### src/rtl/bit_unstuff_rx.sv
// Receive-side bit unstuffer: optional NRZI decode, removal of the stuffed zero after RUN_LEN
// ones, stuffing-violation detection and LSB-first assembly of DATA_W-bit words.
module bit_unstuff_rx #(
  parameter int unsigned RUN_LEN     = 6,
  parameter int unsigned DATA_W      = 8,
  parameter bit          NRZI_DECODE = 1'b0
) (
  input  logic              clk,
  input  logic              rst,
  input  logic              en_unstuff,
  input  logic              in_valid,
  input  logic              data_in,
  input  logic              sync_clr,
  output logic              out_bit,
  output logic              out_valid,
  output logic [DATA_W-1:0] word_out,
  output logic              word_valid,
  output logic              stuff_err
);

  localparam int unsigned CntW = $clog2(RUN_LEN + 1);
  localparam int unsigned BitW = $clog2(DATA_W);

  logic [CntW-1:0]   ones_q, ones_d;
  logic [BitW-1:0]   bit_q, bit_d;
  logic [DATA_W-1:0] shreg_q, shreg_d;
  logic [DATA_W-1:0] shreg_shifted;
  logic              prev_q, prev_d;
  logic              out_bit_q, out_bit_d;
  logic              out_valid_q, out_valid_d;
  logic [DATA_W-1:0] word_q, word_d;
  logic              word_valid_q, word_valid_d;
  logic              stuff_err_q, stuff_err_d;
  logic              dec_bit;
  logic              stuff_slot;

  // NRZI: no transition on the line means a 1
  assign dec_bit       = NRZI_DECODE ? ~(data_in ^ prev_q) : data_in;
  assign stuff_slot    = en_unstuff && (ones_q == CntW'(RUN_LEN));
  assign shreg_shifted = {dec_bit, shreg_q[DATA_W-1:1]};

  always_comb begin
    ones_d       = ones_q;
    bit_d        = bit_q;
    shreg_d      = shreg_q;
    prev_d       = prev_q;
    out_bit_d    = out_bit_q;
    out_valid_d  = 1'b0;
    word_d       = word_q;
    word_valid_d = 1'b0;
    stuff_err_d  = 1'b0;
    if (sync_clr) begin
      ones_d  = '0;
      bit_d   = '0;
      shreg_d = '0;
      prev_d  = 1'b1;
    end else if (in_valid) begin
      prev_d = data_in;
      if (stuff_slot) begin
        ones_d = '0;
        // A 1 where the stuffed zero belongs corrupts the word in progress
        if (dec_bit) begin
          stuff_err_d = 1'b1;
          bit_d       = '0;
          shreg_d     = '0;
        end
      end else begin
        out_valid_d = 1'b1;
        out_bit_d   = dec_bit;
        ones_d      = (en_unstuff && dec_bit) ? ones_q + CntW'(1) : '0;
        shreg_d     = shreg_shifted;
        if (bit_q == BitW'(DATA_W - 1)) begin
          bit_d        = '0;
          word_d       = shreg_shifted;
          word_valid_d = 1'b1;
        end else begin
          bit_d = bit_q + BitW'(1);
        end
      end
    end
  end

  always_ff @(posedge clk or posedge rst) begin
    if (rst) begin
      ones_q       <= '0;
      bit_q        <= '0;
      shreg_q      <= '0;
      prev_q       <= 1'b1;
      out_bit_q    <= 1'b0;
      out_valid_q  <= 1'b0;
      word_q       <= '0;
      word_valid_q <= 1'b0;
      stuff_err_q  <= 1'b0;
    end else begin
      ones_q       <= ones_d;
      bit_q        <= bit_d;
      shreg_q      <= shreg_d;
      prev_q       <= prev_d;
      out_bit_q    <= out_bit_d;
      out_valid_q  <= out_valid_d;
      word_q       <= word_d;
      word_valid_q <= word_valid_d;
      stuff_err_q  <= stuff_err_d;
    end
  end

  assign out_bit    = out_bit_q;
  assign out_valid  = out_valid_q;
  assign word_out   = word_q;
  assign word_valid = word_valid_q;
  assign stuff_err  = stuff_err_q;

endmodule

### config.mk
export PLATFORM = sky130hd
export DESIGN_NAME = bit_unstuff_rx
export DESIGN_NICKNAME = d
export VERILOG_FILES = /design/src/rtl/bit_unstuff_rx.sv
export SDC_FILE = /design/constraint.sdc
export NUM_CORES = 1
export LEC_CHECK = 0
export CELL_PAD_IN_SITES_DETAIL_PLACEMENT = 0
export CELL_PAD_IN_SITES_GLOBAL_PLACEMENT = 1
export CORE_MARGIN = 4
export CORE_UTILIZATION = 44
export DETAILED_ROUTE_END_ITERATION = 16
export GPL_ROUTABILITY_DRIVEN = 0
export PLACE_DENSITY_LB_ADDON = 0.1
export SYNTH_ARGS = -nofsm -noshare
export SYNTH_HDL_FRONTEND = slang
export SYNTH_SLANG_ARGS = --single-unit
export TNS_END_PERCENT = 20
### constraint.sdc
create_clock -name clk -period 4.05 [get_ports clk]
set_clock_uncertainty 0.1 [all_clocks]
set_input_delay 1.215 -clock clk [delete_from_list [all_inputs] [get_ports clk]]
set_output_delay 1.215 -clock clk [all_outputs]
set_load 0.02 [all_outputs]
==> summary.md <==
| Metric | Value |
|---|---|
| Worst path required time | `4160 ps` |
| Area grow syn2layout | `18.10%` |
| Critical Path Stages | `4` |
| Cell area after synthesis | `1147 µm²` |
| Sw Ratio | `23.72%` |
| Buffers inserted during post-CTS setup optimization | `0` |
| Clk Latency, worst-skew pair | `310 ps` |
| Setup TNS | `0 ps` |
| Post-DP HPWL | `1385 µm` |
| Crit path from | `sync_clr` |
| CP max stage delay | `650 ps` |
| YS warnings | `0` |
| Post-synth top area share | `54.53%` |
| Placed cell area | `1328 µm²` |
| Critical Path AT | `2900 ps` |
| Core footprint | `2477 µm²` |
| R2r setup slk | `2150 ps` |
| Die Footprint | `3489 µm²` |
| Initial antenna violation count | `0` |
| Final Hold Fails | `0` |
| Detailed Route WL | `1937 µm` |
| Clock buffers created by TritonCTS | `3` |
| Initial Util | `46.31%` |
| Most used DFF post-synth | `dfrtp_1` |
| Fin crit share | `68.92%` |
| Synth Register Bits | `25` |
| GRT overflow | `0` |
| Worst-path clk slew | `130 ps` |
| Root buffer cell | `clkbuf_4` |
| Worst-path maximum fanout | `15` |
| First-pass GRT wire length | `3374 µm` |
| Syn nets | `105` |
| Setup crit end kind | `register` |
| Slowest cell on the critical path | `clkdlybuf4s50_1` |
| CP delay by family, top | `buffers and inverters` |
| Yosys top cell by area | `dfrtp_1` |
| Power Internal | `0.3084 mW` |
| DR vias/cell | `5.021` |
| PnR worst setup slack | `1259 ps` |
| Critical Path Start Type | `input pin` |
| Sequential cell area fraction in the yosys report | `54.53%` |
| Layout Cell Area excl Fill | `1355 µm²` |
| Share of cells above drive strength 1 | `14.29%` |
| Finished Core Util | `54.70%` |
| Syn_area_per_cell | `12.08 µm²` |
| Vias | `713` |
| Nets | `123` |
| Crit path capture | `word_out[3]$_DFFE_PP0P_` |
| Switch Pwr | `0.09589 mW` |
| Post-synthesis async set-or-reset flop share | `100.0%` |
| DRT iter0 DRCs | `12` |
| Die X | `59.07 µm` |
| Largest net degree at the start of global routing | `26` |
| Worst path bufs/invs | `1` |
| Max Clk Rate | `358.2 MHz` |
| Slew @ Worst Pin | `947.3 ps` |
| Slew Viols, Final | `0` |
| Gr usage total | `12.93%` |
| R2R cell count | `5` |
| CTS Hold Bufs | `0` |
| Synth Instances | `95` |
| Wire per inst | `13.64 µm` |
| Gate power share | `9.4%` |
| CTS resizes | `0` |
| Num rows | `18` |
| Max-cap violation count | `0` |
| Worst rel slew slack | `36.77%` |
| Pre-CTS setup slack | `921.4 ps` |
| Tmin final | `2791 ps` |
| Netlist cell types | `25` |
| Peak supply drop | `0.2116 mV` |
| Status | `complete, no violations` |
| H-tree depth | `1` |
| Final setup viols | `0` |
| Top Ports | `18` |
| Cell chain of the critical path | `clkdlybuf4s50_1 > a31oi_4 > nand3_4 > mux2_1` |
| Hold_sp | `out_bit$_DFFE_PP0P_` |
| Clock power frac | `26.7%` |
| Diode count | `0` |
| EDFF count, synth | `0` |
| RSZ-0062 raised after global routing | `false` |
| Chip Height | `59.07 µm` |
| DRC viols | `0` |
| Clock sink count | `25` |
| Pleak | `0.6406 nW` |
| CTS tree | `yes` |
| Worst hold path class | `register to register` |
| Post-DRT Antenna Nets | `0` |
| Max Root-Sink Buffers | `2` |
| Power Density | `298.3 nW/µm²` |
| Port Buf Inserts | `17` |
| FF-to-FF End | `word_out[3]$_DFFE_PP0P_` |
| WS Path Type | `input pin to register` |
| Vias in the first global route | `730` |
| Top cells by area, synth | `dfrtp_1 55%, mux2i_1 7.0%, mux2_2 6.9%, nand2b_1 5.5%, ha_1 4.4%` |
| DR pass1 iterations | `4` |
| Reg-to-reg startpoint | `ones_q[0]$_DFFE_PP0P_` |
| Sequential share of power | `63.9%` |
==> placed cells by master (no fill, tap or decap), drive strengths merged <==
cell,netlist,final
a21bo,1,1
a21oi,2,2
a31oi,1,1
and4b,1,1
clkbuf,1,3
clkdlybuf4s50,0,17
clkinv,0,1
dfrtp,25,25
ha,4,4
inv,4,4
mux2,8,8
mux2i,8,8
nand2,13,13
nand2b,10,10
nand3,3,3
nand3b,1,1
nor2,4,4
o21a,1,1
o21ai,4,4
o32ai,1,1
==> power by group through the flow <==
| stage | logic, mW | clock network (mW) | registers [mW] |
|---|---|---|---|
| floorplan | 0.0236 | 0 | 0.265 |
| global route | 0.0426 | 0.123 | 0.259 |
| detailed placement | 0.0388 | 0 | 0.263 |
| CTS | 0.0390 | 0.115 | 0.259 |
| finish | 0.0382 | 0.108 | 0.258 |
| global placement | 0.0381 | 0 | 0.263 |
==> kinds of logic after synthesis <==
kind of cell             share of synthesized area (%)
AND/OR/NAND/NOR                                  15.16
multiplexers                                     14.83
AO/OA/AOI/OAI                                    7.415
buffers and inverters                            3.707
flip-flops                                       54.53
adder cells (fa/ha/maj)                          4.362
==> worst min path at each step <==
stage,slack (ps),endpoint,cells past startpoint
CTS,420,out_bit$_DFFE_PP0P_,1
global route,430,word_out[3]$_DFFE_PP0P_,1
floorplan,380,ones_q[1]$_DFFE_PP0P_,2
detailed placement,390,out_bit$_DFFE_PP0P_,1
finish,410,out_bit$_DFFE_PP0P_,1
global placement,380,word_out[3]$_DFFE_PP0P_,1
==> layer usage <==
metal / up-vias / share of wire, % / track usage [%] / routed length, µm
li1: 354 / - / - / -
met1: 348 / 50 / 17.84 / 969
met2: 9 / 46 / 19.56 / 888
met5: - / 0 / 0 / 0
met3: 2 / 3.0 / 2.614 / 59
met4: 0 / 0.98 / 5.825 / 19
==> through the flow <==
| stage | cells | total power, mW | hold slack [ps] |
|---|---|---|---|
| 3_5_place_dp | 138 | 0.3022 | 386.3 |
| 6_report | 142 | 0.4043 | 406.8 |
| 4_1_cts | 142 | 0.4132 | 416.9 |
| 3_3_place_gp | 138 | 0.3011 | 375.3 |
| 2_1_floorplan | 95 | 0.2883 | 379.0 |
| 5_1_grt | 142 | 0.4249 | 434.5 |
==> Yosys cell counts, types with 2 or more instances <==
cell type,n
mux2_2,7
o21ai_0,3
nand2b_1,10
dfrtp_1,25
ha_1,4
nand2_1,12
a21oi_1,2
nand3_1,2
nor2_1,4
inv_1,4
mux2i_1,8
==> cell type report <==
class | count | area, µm²
clock inverter | 1 | 5.005
clock buffer | 3 | 22.52
fill | 238 | 1122
sequential | 25 | 625.6
multi-input combinational | 62 | 479.2
tap | 30 | 37.54
inverter | 4 | 15.01
timing repair buffer | 17 | 170.2
==> worst register-to-register path, stage by stage (launching register included) <==
cell and delay, ps:
dfrtp_1 410, inv_1 60, ha_1 260, a31oi_4 410
nand3_4 200, mux2_1 350
==> registers in the layout, summed over array words and instances (netlist names) <==
| signal | cells |
|---|---|
| ones_q | 3 |
| bit_q | 3 |
| out_bit | 1 |
| stuff_err | 1 |
| out_valid | 1 |
| word_out | 8 |
| word_valid | 1 |
| shreg_q | 7 |
Power figures use the tool's default switching activity.
